$ cat src/rtl/seg7_scan_decoder.sv
// seg7_scan_decoder
//
// Receive-side decoder for a scanned 7-segment bus. Each accepted sample
// (sample_en high, an_in exactly one-hot) feeds one digit's stability filter.
// A digit commits once it has seen STABLE_CNT consecutive identical patterns.
// Its decoded nibble, dp and glyph error then go to staging. When every digit
// has committed, the staged frame is presented on a valid/ready output.
//
// Optional feature macro: SEG7_DP_CAPTURE_EN
//   defined   - seg_in[0] (dp) takes part in the stability compare and is
//               reported per digit on dp_out
//   undefined - seg_in[0] is ignored and dp_out is tied low
//
// Parameters:
//   DIGITS      number of scanned digit positions (1-8)
//   STABLE_CNT  consecutive identical samples needed to commit a digit (>=1)
//
// Ports:
//   clk          system clock
//   rst_n        synchronous active-low reset
//   sample_en    sample strobe, qualifies an_in/seg_in
//   an_in        one-hot digit select, bit i = digit i
//   seg_in       segments a..g on [7:1], dp on [0], active high
//   digits       decoded nibbles, digit i at [4i+3:4i]
//   dp_out       captured decimal points
//   err          digit pattern matched no hex glyph
//   frame_valid  output frame valid
//   frame_ready  consumer accepts frame
//   overrun      sticky, a completed frame was dropped under backpressure

module seg7_scan_decoder #(
  parameter int unsigned DIGITS     = 4,
  parameter int unsigned STABLE_CNT = 3
) (
  input  logic                  clk,
  input  logic                  rst_n,
  input  logic                  sample_en,
  input  logic [DIGITS-1:0]     an_in,
  input  logic [7:0]            seg_in,
  output logic [4*DIGITS-1:0]   digits,
  output logic [DIGITS-1:0]     dp_out,
  output logic [DIGITS-1:0]     err,
  output logic                  frame_valid,
  input  logic                  frame_ready,
  output logic                  overrun
);

  localparam int unsigned CW = $clog2(STABLE_CNT + 1);
  typedef logic [CW-1:0] cnt_t;
  localparam cnt_t CntMax = cnt_t'(STABLE_CNT);
  localparam cnt_t CntOne = cnt_t'(1);

  // Returns {err, nibble}; dp is always masked out of glyph matching.
  function automatic logic [4:0] decode_glyph(input logic [7:0] seg);
    logic [4:0] res;
    case ({seg[7:1], 1'b0})
      8'hFC:   res = 5'h00;
      8'h60:   res = 5'h01;
      8'hDA:   res = 5'h02;
      8'hF2:   res = 5'h03;
      8'h66:   res = 5'h04;
      8'hB6:   res = 5'h05;
      8'hBE:   res = 5'h06;
      8'hE0:   res = 5'h07;
      8'hFE:   res = 5'h08;
      8'hF6:   res = 5'h09;
      8'hEE:   res = 5'h0A;
      8'h3E:   res = 5'h0B;
      8'h9C:   res = 5'h0C;
      8'h7A:   res = 5'h0D;
      8'h9E:   res = 5'h0E;
      8'h8E:   res = 5'h0F;
      default: res = 5'h10;
    endcase
    return res;
  endfunction

  // Per-digit filter state
  logic [DIGITS-1:0][7:0] last_q, last_d;
  logic [DIGITS-1:0][CW-1:0] cnt_q, cnt_d;
  logic [DIGITS-1:0]       com_q, com_d;

  // Staging for the frame under collection
  logic [DIGITS-1:0][3:0]  stg_nib_q, stg_nib_d;
  logic [DIGITS-1:0]       stg_err_q, stg_err_d;

  // Registered outputs
  logic [DIGITS-1:0][3:0]  dig_q;
  logic [DIGITS-1:0]       err_q;
  logic                    valid_q;
  logic                    overrun_q;

  logic       accept;
  logic [7:0] pat;
  logic [4:0] glyph;
  logic       frame_done;
  logic       out_free;

`ifdef SEG7_DP_CAPTURE_EN
  logic [DIGITS-1:0] stg_dp_q, stg_dp_d;
  logic [DIGITS-1:0] dp_q;
  assign pat    = seg_in;
  assign dp_out = dp_q;
`else
  logic unused_dp;
  assign unused_dp = seg_in[0];
  assign pat       = {seg_in[7:1], 1'b0};
  assign dp_out    = '0;
`endif

  // A zero or multi-hot select is not a sample at all.
  assign accept = sample_en && (an_in != '0) && ((an_in & (an_in - DIGITS'(1))) == '0);
  assign glyph  = decode_glyph(pat);

  always_comb begin
    last_d    = last_q;
    cnt_d     = cnt_q;
    com_d     = com_q;
    stg_nib_d = stg_nib_q;
    stg_err_d = stg_err_q;
`ifdef SEG7_DP_CAPTURE_EN
    stg_dp_d  = stg_dp_q;
`endif
    for (int i = 0; i < DIGITS; i++) begin
      if (accept && an_in[i] && !com_q[i]) begin
        if (pat == last_q[i]) begin
          if (cnt_q[i] != CntMax) begin
            cnt_d[i] = cnt_q[i] + CntOne;
          end
        end else begin
          last_d[i] = pat;
          cnt_d[i]  = CntOne;
        end
        if (cnt_d[i] == CntMax) begin
          com_d[i]     = 1'b1;
          stg_nib_d[i] = glyph[3:0];
          stg_err_d[i] = glyph[4];
`ifdef SEG7_DP_CAPTURE_EN
          stg_dp_d[i]  = seg_in[0];
`endif
        end
      end
    end

    // Completion uses next-state commits so the frame emits on the same edge
    // as the last digit commits.
    frame_done = &com_d;
    out_free   = !valid_q || frame_ready;

    // Whether loaded or dropped, a completed frame restarts collection.
    if (frame_done) begin
      com_d = '0;
      cnt_d = '0;
    end
  end

  // The frame machine has a single collecting state, so its behaviour is
  // captured entirely by valid_q and overrun_q.
  always_ff @(posedge clk) begin
    if (!rst_n) begin
      last_q    <= '0;
      cnt_q     <= '0;
      com_q     <= '0;
      stg_nib_q <= '0;
      stg_err_q <= '0;
      dig_q     <= '0;
      err_q     <= '0;
      valid_q   <= 1'b0;
      overrun_q <= 1'b0;
`ifdef SEG7_DP_CAPTURE_EN
      stg_dp_q  <= '0;
      dp_q      <= '0;
`endif
    end else begin
      last_q    <= last_d;
      cnt_q     <= cnt_d;
      com_q     <= com_d;
      stg_nib_q <= stg_nib_d;
      stg_err_q <= stg_err_d;
`ifdef SEG7_DP_CAPTURE_EN
      stg_dp_q  <= stg_dp_d;
`endif
      if (frame_done && out_free) begin
        dig_q   <= stg_nib_d;
        err_q   <= stg_err_d;
        valid_q <= 1'b1;
`ifdef SEG7_DP_CAPTURE_EN
        dp_q    <= stg_dp_d;
`endif
      end else begin
        if (frame_done) begin
          overrun_q <= 1'b1;
        end
        if (valid_q && frame_ready) begin
          valid_q <= 1'b0;
        end
      end
    end
  end

  assign digits      = dig_q;
  assign err         = err_q;
  assign frame_valid = valid_q;
  assign overrun     = overrun_q;

endmodule

$ cat config.mk
export PLATFORM = sky130hd
export DESIGN_NAME = seg7_scan_decoder
export DESIGN_NICKNAME = d
export VERILOG_FILES = /design/src/rtl/seg7_scan_decoder.sv
export SDC_FILE = /design/constraint.sdc
export NUM_CORES = 1
export LEC_CHECK = 0
export BUFFER_PORTS_ARGS = -buffer_cell sky130_fd_sc_hd__buf_2
export CORE_MARGIN = 2
export CORE_UTILIZATION = 35
export CTS_CLUSTER_DIAMETER = 100
export DETAILED_ROUTE_END_ITERATION = 10
export PLACE_DENSITY = 0.54
export SLEW_MARGIN = 10
export SYNTH_ARGS = -nofsm -noshare
export SYNTH_HDL_FRONTEND = slang
export SYNTH_SLANG_ARGS = --single-unit
$ cat constraint.sdc
create_clock -name clk -period 3 [get_ports clk]
set_clock_uncertainty 0.15 [all_clocks]
set_input_delay 0.6 -clock clk [delete_from_list [all_inputs] [get_ports clk]]
set_output_delay 0.6 -clock clk [all_outputs]
set_load 0.005 [all_outputs]
==> results of run 1 <==
-- state kept, by name, indices dropped and copies added (netlist names) --
name and flops:
stg_nib_q 16, last_q 28, overrun 1, com_q 4, err 4, cnt_q 8, frame_valid 1, stg_err_q 4
digits 16
-- metal layers --
layer	routed length, um	part of all wire, %
met5	0	0
met4	209	2.3
met1	4570	50
met2	3910	43
met3	370	4.1
-- area by class of cell --
cell class / count / area, um2
clock inverters: 6 / 43.8
clock buffers: 10 / 229
flip-flops and latches: 82 / 1640
fillers: 1107 / 6720
well taps: 143 / 179
inverters: 9 / 33.8
repair buffers: 55 / 323
multi-input cells: 307 / 2150
-- layout by cell type, fill, tap and decap left out, types with 5 or more instances in the layout --
cell type  netlist  final
nor2_1          69     69
nand2_1         33     33
nand3_1          8      8
a31oi_1          8      8
a21oi_1         24     24
o22ai_1          5      5
nor3_1           6      6
clkbuf_16        0      9
a311oi_1         5      5
mux2i_1         24     24
dfxtp_1         82     82
buf_2            8     36
and2_1          18     18
xnor2_2          6      6
mux2_4          16     16
xnor2_1         22     22
inv_1            9      9
buf_4            4     19
-- power groups by stage --
| stage | clock network [mW] | registers, mW | logic [mW] |
|---|---|---|---|
| floorplan | 0 | 1.12 | 0.123 |
| global placement | 0 | 1.12 | 0.160 |
| detailed placement | 0 | 1.12 | 0.163 |
| CTS | 1.05 | 1.10 | 0.164 |
| global route | 1.09 | 1.10 | 0.181 |
| finish | 1.02 | 1.10 | 0.163 |
-- per-stage QoR --
step	setup slack, ns	total power, mW	std cells	hold slack [ns]
floorplan	0.314	1.25	431	0.300
global placement	0.171	1.28	596	0.298
detailed placement	0.160	1.29	596	0.312
CTS	0.523	2.31	612	0.320
global route	0.384	2.37	612	0.338
finish	0.530	2.29	612	0.317
-- cell usage after synthesis, types with 2 or more instances --
master / number / area [um2]
a211oi_1: 4 / 30.0
a21oi_1: 24 / 120
a311oi_1: 5 / 43.8
a31oi_1: 8 / 50.1
and2_1: 18 / 113
buf_1: 3 / 11.3
buf_12: 2 / 40.0
buf_2: 8 / 40.0
buf_4: 4 / 30.0
buf_6: 4 / 45.0
clkbuf_1: 12 / 45.0
dfxtp_1: 82 / 1640
inv_1: 9 / 33.8
mux2_4: 16 / 240
mux2i_1: 24 / 240
nand2_1: 33 / 124
nand2b_1: 3 / 18.8
nand3_1: 8 / 40.0
nand3_2: 2 / 20.0
nand3b_1: 3 / 22.5
nand4_1: 4 / 25.0
nand4b_1: 2 / 17.5
nor2_1: 69 / 259
nor3_1: 6 / 30.0
nor4_4: 3 / 63.8
nor4bb_1: 2 / 20.0
o21ai_0: 2 / 10.0
o21ai_1: 2 / 10.0
o221a_2: 4 / 45.0
o22a_4: 2 / 35.0
o22ai_1: 5 / 31.3
o32a_1: 2 / 20.0
or4_1: 2 / 15.0
xnor2_1: 22 / 193
xnor2_2: 6 / 97.6
xor2_1: 2 / 17.5
-- worst reg2reg max path, stage by stage, from the launching register on --
cell and delay [ns]:
dfxtp_1 0.35, nor4bb_1 0.28, buf_4 0.17, nand3_1 0.11
nor3_4 0.18, o22a_4 0.22, and3_4 0.44, mux2_4 0.34
-- final timing paths --
path / slack (ns) / cells after the start / to / from
hold / removal: 0.32 / 2 / last_q[17] / last_q[17]
hold reg to reg: 0.32 / 2 / last_q[17] / last_q[17]
setup / recovery: 0.53 / 7 / digits[4] / seg_in[2]
setup reg to reg: 0.66 / 7 / digits[4] / com_q[3]
-- cells by family (layout without fill, tap and decap cells) --
| group | Yosys count | after routing | synth area share [%] |
|---|---|---|---|
| AO/OA/AOI/OAI | 64 | 64 | 11.1 |
| flip-flops | 82 | 82 | 40.7 |
| other | 1 | 4 | 0.0930 |
| multiplexers | 40 | 40 | 11.9 |
| AND/OR/NAND/NOR | 169 | 169 | 22.4 |
| buffers and inverters | 42 | 80 | 6.08 |
| XOR/XNOR | 30 | 30 | 7.64 |
==> qor.txt, run 1 <==
Psw: 568 uW
Netlist cell types: 57
CTS Hold Bufs: 0
worst vdd ir: 0.000347 V
P&R area growth vs syn: 14.3%
area post-placement: 0.00433 mm2
global-route met3 utilization: 4.21%
die area: 0.0124 mm2
Arr. time, crit path: 2.56 ns
worst hold path class: register to register
I/O pin cnt: 42
DRT iter0 DRCs: 198
Slew Viols, Final: 0
Setup crit start kind: input port
# port buffers: 36
CP endpoint kind: register
Sequential Power Share: 48.1%
gr ovfl total: 0
Final #Nets: 480
Vias: 3034
Hold Fails Final Rpt: 0
clock root buffer: clkbuf_16
Total GRT Usage: 15.5%
Syn Area/Cell: 9.42 um2
Max Freq: 405 MHz
# diodes: 0
setup TNS: 0 ns
clock power share: 44.8%
MaxCap Viol Count: 0
Critical-path top delay cell: and3_4
met1 Track Usage GR: 20.7%
slew margin rel.: 66.1%
design area: 0.00460 mm2
leakage: 1.75 nW
CTS Sinks: 82
EDFF count, synth: 0
core box area: 0.0113 mm2
Seq/Total Area, Yosys: 40.7%
post-CTS setup repair buffer count: 0
critical path required time: 3.09 ns
gr busiest metal: met2
Die H: 111 um
detailed placement HPWL: 6.28 mm
Post-CTS Resized: 0
WL final: 9.06 mm
clk buf depth: 2
CP bufs+invs: 1
internal power: 1.72 mW
fin crit period: 2.47 ns
starting density of the core: 35.6%
FP Rows: 39
Detailed Routing Iterations Pass 1: 4
Syn Inst Count: 428
critical path's top delay family: simple AND/OR/NAND/NOR gates
combinational power share: 7.1%
post-layout util: 40.7%
unrepaired setup endpoints after global routing: false
Sw Share: 24.8%
largest net degree at the start of global routing: 38
FFs w/ async S/R, synth: 0%
global-route wire length before repair: 15.2 mm
DR vias/cell: 4.96
yosys warns: 0
crit path max fanout: 20
status: finished clean
initial antenna violation count: 0
Synth Flop Type: dfxtp_1
clock latency on the worst-skew pair: 0.35 ns
met2 Use GR: 23.2%
Die W: 111 um
Mapped Area: 0.00403 mm2
TritonCTS Buffers: 9
pwr dens: 496 mW/mm2
layout cells sized above 1: 23.2%
setup violators final: 0
number of global-route vias before repair: 3001
critical path class: input port to register
average wire per standard cell: 14.8 um
count of state elements after synthesis: 82
clock input transition at the sequential cells of the worst setup and hold paths: 0.06 ns
H-tree depth: 3
DRC violations left: 0
post-route ant nets: 0
worst path cell trace: buf_2, xnor2_2, nand4_2, nor4_4, o22a_4, and3_4, mux2_4
GP Congestion: 0.793
CTS tree: built
CP peak stage delay: 0.44 ns
Worst-Margin Slew: 0.501 ns
Period Utilization, post-route: 82.3%
(Power assumes the default switching activity.)
==> run 2, diff against run 1 <==
Settings changed: ABC_AREA set to 1.
Clock period 3 ns to 2.4 ns, I/O delays scaled along.
==> run 2 against run 1 <==
Compared with the run above: power rose by 41%; synthesized cell count rose by 57%; final cell count rose by 46%; sequential share of layout area fell by 4.0 points; hold slack improved by 0.0098 ns; utilization rose by 2.7 points; via count rose by 35%; clock-buffer cell count rose by 1; non-clock buffer count rose by 32; first-iteration DRC count rose by 20%; sequential power rose by 27%.
==> qor.txt, run 2 <==
Commonest cells post-synth: nand2_1, nor2_1, dfxtp_1, inv_1, a21oi_1 (was dfxtp_1, nor2_1, nand2_1, a21oi_1, mux2i_1)
TritonCTS Buffers: 9 (unchanged)
Final #Nets: 755 (was 480)
# diodes: 0 (unchanged)
average wire per standard cell: 11.5 um (was 14.8 um)
layout cells sized above 1: 17.7% (was 23.2%)
Slew Viols, Final: 0 (unchanged)
Syn Inst Count: 670 (was 428)
unrepaired setup endpoints after global routing: false (unchanged)
post-layout util: 43.4% (was 40.7%)
number of global-route vias before repair: 3788 (was 3001)
biggest area consumer among synthesized cells: dfxtp_1 (unchanged)
Die W: 115 um (was 111 um)
leakage: 2.47 nW (was 1.75 nW)
Seq/Total Area, Yosys: 38.4% (was 40.7%)
placed cell count: 875 (was 596)
crit path max fanout: 9 (was 20)
EDFF count, synth: 0 (unchanged)
Arr. time, crit path: 2.19 ns (was 2.56 ns)
DRT iter0 DRCs: 237 (was 198)
Die H: 115 um (was 111 um)
Period Utilization, post-route: 85.9%
# port buffers: 36 (unchanged)
Total GRT Usage: 17.0% (was 15.5%)
Syn Area/Cell: 6.38 um2 (was 9.42 um2)
fin crit period: 2.06 ns
internal reg-to-reg setup slack: 0.34 ns (was 0.66 ns)
yosys warns: 0 (unchanged)
R2R depth: 14 (was 7)
post-route ant nets: 0 (unchanged)
fin cells: 891 (was 612)
clock input transition at the sequential cells of the worst setup and hold paths: 0.06 ns (about the same)
CTS Sinks: 82 (unchanged)
CP endpoint kind: register (unchanged)
I/O pin cnt: 42 (unchanged)
Detailed Routing Iterations Pass 1: 4 (unchanged)
initial antenna violation count: 0 (unchanged)
critical path required time: 2.52 ns (was 3.09 ns)
worst vdd ir: 0.000397 V (was 0.000347 V)
gr ovfl total: 0 (unchanged)
WL final: 10.3 mm (was 9.06 mm)
Hold Fails Final Rpt: 0 (unchanged)
FFs w/ async S/R, synth: 0% (unchanged)
Synth area leaders: dfxtp_1, nand2_1, nor2_1 (was dfxtp_1, nor2_1, mux2i_1)
total power: 3.22 mW (was 2.29 mW)
commonest non-fill, non-tap cell in the layout: nand2_1 (was dfxtp_1)
P&R area growth vs syn: 21.2% (was 14.3%)
H-tree depth: 3 (unchanged)
Top reg by flops: last_q (unchanged)
GP Congestion: 0.824 (was 0.793)
clock latency on the worst-skew pair: 0.34 ns (was 0.35 ns)
commonest non-fill, non-tap cells in the layout: nand2_1, nor2_1, dfxtp_1 (was dfxtp_1, nor2_1, buf_2)
Largest register FFs: 28 (unchanged)
die area: 0.0131 mm2 (was 0.0124 mm2)
sink of the worst hold path: digits[8] (was last_q[17])
core box area: 0.0120 mm2 (was 0.0113 mm2)
DRC violations left: 0 (unchanged)
Critical Path Start: last_q[18] (was seg_in[2])
Synth Flop Type: dfxtp_1 (unchanged)
status: finished clean (unchanged)
pwr dens: 621 mW/mm2 (was 496 mW/mm2)
hold_sp: digits[8] (was last_q[17])
r2r endpoint: digits[12] (was digits[4])
post-CTS setup repair buffer count: 0 (unchanged)
starting density of the core: 35.8% (was 35.6%)
DR vias/cell: 4.59 (was 4.96)
largest net degree at the start of global routing: 23 (was 38)
critical path class: register to register (was input port to register)
Mapped Area: 0.00428 mm2 (was 0.00403 mm2)
FP Rows: 40 (was 39)
Post-CTS Resized: 0 (unchanged)
slew margin rel.: 54.8% (was 66.1%)
clock root buffer: clkbuf_16 (unchanged)
Netlist cell types: 30 (was 57)
clk buf depth: 2 (unchanged)
Vias: 4086 (was 3034)
cell depth of the worst min-delay path: 2 (unchanged)
most common cell in the netlist: nand2_1 (was dfxtp_1)
count of state elements after synthesis: 82 (unchanged)
global-route wire length before repair: 17.7 mm (was 15.2 mm)
top cell type's share of synthesized area: 38.4% (was 40.7%)
detailed placement HPWL: 7.88 mm (was 6.28 mm)
MaxCap Viol Count: 0 (unchanged)
setup violators final: 0 (unchanged)
Reg2Reg Launch Point: last_q[18] (was com_q[3])
Setup crit start kind: register (was input port)
worst hold path class: register to register (unchanged)
CTS Hold Bufs: 0 (unchanged)
Max Freq: 485 MHz
Worst-Margin Slew: 0.678 ns (was 0.501 ns)
CTS tree: built (unchanged)
[run 2: cell types whose count changed after synthesis, moves of 24 or more]
| cell | before | now |
|---|---|---|
| nand2_1 | 33 | 218 |
| mux2i_1 | 24 | 0 |
| o21ai_0 | 2 | 30 |
| nor2_1 | 69 | 99 |
| a21oi_1 | 24 | 63 |
| inv_1 | 9 | 71 |
[run 2: layout make-up]
class	count	area, um2
clock buffer	11	253
timing repair buffer	87	588
multi-input combinational	480	2130
inverter	79	303
clock inverter	5	85.1
tap	147	184
fill	1246	6780
sequential	82	1640
[run 2: per-layer routing]
metal | global-route usage [%] | wire, um | up-vias
met5 | 0 | 0 | -
met4 | 7.07 | 185 | 0
met3 | 2.81 | 273 | 14
met2 | 26.9 | 4700 | 55
met1 | 22.8 | 5100 | 1817
li1 | - | - | 2200
[run 2: cell families (layout without fill, tap and decap cells)]
| kind of cell | count (synthesis) | count (layout) | synth area share, % |
|---|---|---|---|
| XOR/XNOR | 6 | 6 | 1.23 |
| AO/OA/AOI/OAI | 98 | 98 | 11.6 |
| buffers and inverters | 111 | 182 | 12.1 |
| AND/OR/NAND/NOR | 372 | 372 | 36.7 |
| other | 1 | 4 | 0.0877 |
| flip-flops | 82 | 82 | 38.4 |
[run 2: power by group]
group / switching, mW / total, mW / internal (mW) / leakage [nW]
sequential: 0.0150 / 1.40 / 1.38 / 0.662
clock: 0.569 / 1.54 / 0.974 / 0.162
combinational: 0.177 / 0.279 / 0.102 / 1.65
[run 2: worst max-delay path, stage by stage, from the launching register on]
cell and delay, ns:
dfxtp_1 0.35, inv_1 0.05, nand2_1 0.05, nand2_1 0.07
nor2_1 0.15, nand2_1 0.10, nor2_4 0.17, nand3_4 0.08
nand2_1 0.08, nand2_2 0.09, nor2_8 0.21, buf_4 0.16
buf_4 0.11, a21oi_1 0.05, nor2_1 0.11
[run 2: worst max-delay path by stage]
stage                       endpoint  cells past startpoint
after floorplan           digits[12]                     14
after global placement     digits[6]                     14
after detailed placement  digits[12]                     15
after CTS                 digits[12]                     14
after global routing          err[3]                     16
final                     digits[12]                     14
[run 2: metrics by stage]
step                      area [um2]  worst slack [ns]  setup TNS [ns]  hold WS [ns]
final                           5190             0.338               0         0.327
after global routing            5190            0.0982               0         0.348
after CTS                       5190             0.317               0         0.325
after detailed placement        4850          -0.00515        -0.00515         0.315
after global placement          4850            0.0515               0         0.312
after floorplan                 4290             0.313               0         0.298
==> run 3, diff against run 2 <==
Settings changed: REMOVE_ABC_BUFFERS set to 1.
==> run 3 against run 2 <==
Compared with the run above: critical path depth is 1 higher; combinational power is 6% lower; power is 4.8% lower; sequential power hardly changed; clock-buffer cell count stayed put; setup slack better by 0.053 ns; first-iteration DRC count is 2.5% higher; hold slack worse by 0.00097 ns; via count is 2.7% lower; sequential share of layout area is 1.7 points higher; global-route usage is 0.28 points lower; highest routed layer unchanged.
==> qor.txt, run 3 (synthesized netlist as in run 2, its figures left out) <==
gr ovfl total: 0 (unchanged)
CP bufs+invs: 3 (unchanged)
initial antenna violation count: 0 (unchanged)
critical path class: input port to register (was register to register)
# port buffers: 36 (unchanged)
design area: 0.00493 mm2 (was 0.00519 mm2)
detailed placement HPWL: 7.53 mm (was 7.88 mm)
MaxCap Viol Count: 0 (unchanged)
Die H: 115 um (unchanged)
Arr. time, crit path: 2.09 ns (was 2.19 ns)
Total GRT Usage: 16.7% (was 17.0%)
Setup crit start kind: input port (was register)
die area: 0.0131 mm2 (unchanged)
Worst-Margin Slew: 0.744 ns (was 0.678 ns)
largest net degree at the start of global routing: 42 (was 23)
Final #Nets: 728 (was 755)
post-route ant nets: 0 (unchanged)
CTS tree: built (unchanged)
worst hold path class: register to register (unchanged)
FF+latch area: 0.00164 mm2 (unchanged)
fin crit period: 2.01 ns (was 2.06 ns)
Critical-path top delay cell: buf_2 (was dfxtp_1)
CTS Hold Bufs: 0 (unchanged)
DRT iter0 DRCs: 243 (was 237)
post-layout util: 41.2% (was 43.4%)
setup violators final: 0 (unchanged)
total power: 3.06 mW (was 3.22 mW)
Post-CTS Resized: 0 (unchanged)
CTS Sinks: 82 (unchanged)
H-tree depth: 3 (unchanged)
TritonCTS Buffers: 9 (unchanged)
global-route wire length before repair: 17.5 mm (was 17.7 mm)
Largest register FFs: 28 (unchanged)
Multi-input gate area: 0.00213 mm2 (unchanged)
pwr dens: 622 mW/mm2 (was 621 mW/mm2)
P&R area growth vs syn: 15.2% (was 21.2%)
commonest non-fill, non-tap cells in the layout: nand2_1, nor2_1, dfxtp_1 (unchanged)
# diodes: 0 (unchanged)
average wire per standard cell: 11.9 um (was 11.5 um)
Vias: 3974 (was 4086)
crit path max fanout: 34 (was 9)
Max Freq: 498 MHz (was 485 MHz)
Top reg by flops: last_q (unchanged)
Filler cells: 1260 (was 1246)
clock input transition at the sequential cells of the worst setup and hold paths: 0.07 ns (was 0.06 ns)
status: finished clean (unchanged)
clk buf depth: 2 (unchanged)
unrepaired setup endpoints after global routing: false (unchanged)
DR vias/cell: 4.60 (was 4.59)
Period Utilization, post-route: 83.7% (was 85.9%)
I/O pin cnt: 42 (unchanged)
slew margin rel.: 50.3% (was 54.8%)
leakage: 2.31 nW (was 2.47 nW)
clock latency on the worst-skew pair: 0.34 ns (about the same)
layout cells sized above 1: 14.4% (was 17.7%)
Hold Fails Final Rpt: 0 (unchanged)
Die W: 115 um (unchanged)
commonest non-fill, non-tap cell in the layout: nand2_1 (unchanged)
worst vdd ir: 0.000238 V (was 0.000397 V)
core box area: 0.0120 mm2 (unchanged)
CP peak stage delay: 0.22 ns (was 0.35 ns)
DRC violations left: 0 (unchanged)
area post-placement: 0.00463 mm2 (was 0.00485 mm2)
critical path's top delay family: simple AND/OR/NAND/NOR gates (unchanged)
setup TNS: 0 ns (unchanged)
worst path cell trace: buf_2, inv_4, nand2_1, nand2_1, nor2_1, nand2_1, nor2_2, nand3_2, nand2_1, nand2_2, nor2_8, buf_12, nand3_1, nand2_1, nor2_1 (was inv_1, nand2_1, nand2_1, nor2_1, nand2_1, nor2_4, nand3_4, nand2_1, nand2_2, nor2_8, buf_4, buf_4, a21oi_1, nor2_1)
GP Congestion: 0.811 (was 0.824)
crit-path most repeated cell: nand2_1 (unchanged)
Slew Viols, Final: 0 (unchanged)
CP endpoint kind: register (unchanged)
number of global-route vias before repair: 3691 (was 3788)
FP Rows: 40 (unchanged)
clock root buffer: clkbuf_16 (unchanged)
starting density of the core: 35.8% (unchanged)
Detailed Routing Iterations Pass 1: 4 (unchanged)
post-CTS setup repair buffer count: 0 (unchanged)
WL final: 10.3 mm (about the same)
critical path required time: 2.49 ns (was 2.52 ns)
==> run 3: changes by cell type in the layout (fill, tap and decap cells not counted), sizes merged <==
cell      change
bufinv        -1
buf          -27
clkinvlp      +1
==> run 3: per-layer routing <==
layer  GRT usage, %  wire, um
met5              0         0
met4           4.63       102
met3           3.07       339
met2           26.9      4730
met1           22.8      5150
==> run 3: worst paths after layout <==
check | end | depth (start not counted) | slack, ns | start
worst min-delay path | digits[8] | 2 | 0.33 | digits[8]
worst min register to register | digits[8] | 2 | 0.33 | digits[8]
worst max register to register | digits[2] | 14 | 0.42 | last_q[1]
worst max-delay path | digits[2] | 15 | 0.39 | seg_in[3]
==> run 3: through the flow <==
stage	std cells	hold WS [ns]	setup WS, ns
2_1_floorplan	641	0.302	0.237
3_3_place_gp	848	0.294	0.0471
3_5_place_dp	848	0.315	0.0196
4_1_cts	864	0.322	0.382
5_1_grt	864	0.350	0.130
6_report	864	0.326	0.391
==> run 3: cell type report <==
type	instances	share of cell area, %
clock buffer	11	4.72
clock inverter	5	1.27
inverter	79	6.14
multi-input combinational	480	43.3
sequential	82	33.3
tap	147	3.73
timing repair buffer	60	7.57
==> run 3: power by group <==
group / leakage, nW / total, mW / switching, mW / internal [mW]
Sequential: 0.662 / 1.40 / 0.0151 / 1.38
Clock: 0.136 / 1.40 / 0.591 / 0.813
Combinational: 1.51 / 0.262 / 0.177 / 0.0858
==> run 3: worst min-delay path, delay by kind of cell, from the launching register on <==
| family | cells | cell delay (ns) |
|---|---|---|
| flip-flops | 1 | 0.32 |
| AND/OR/NAND/NOR | 1 | 0.08 |
| AO/OA/AOI/OAI | 1 | 0.04 |
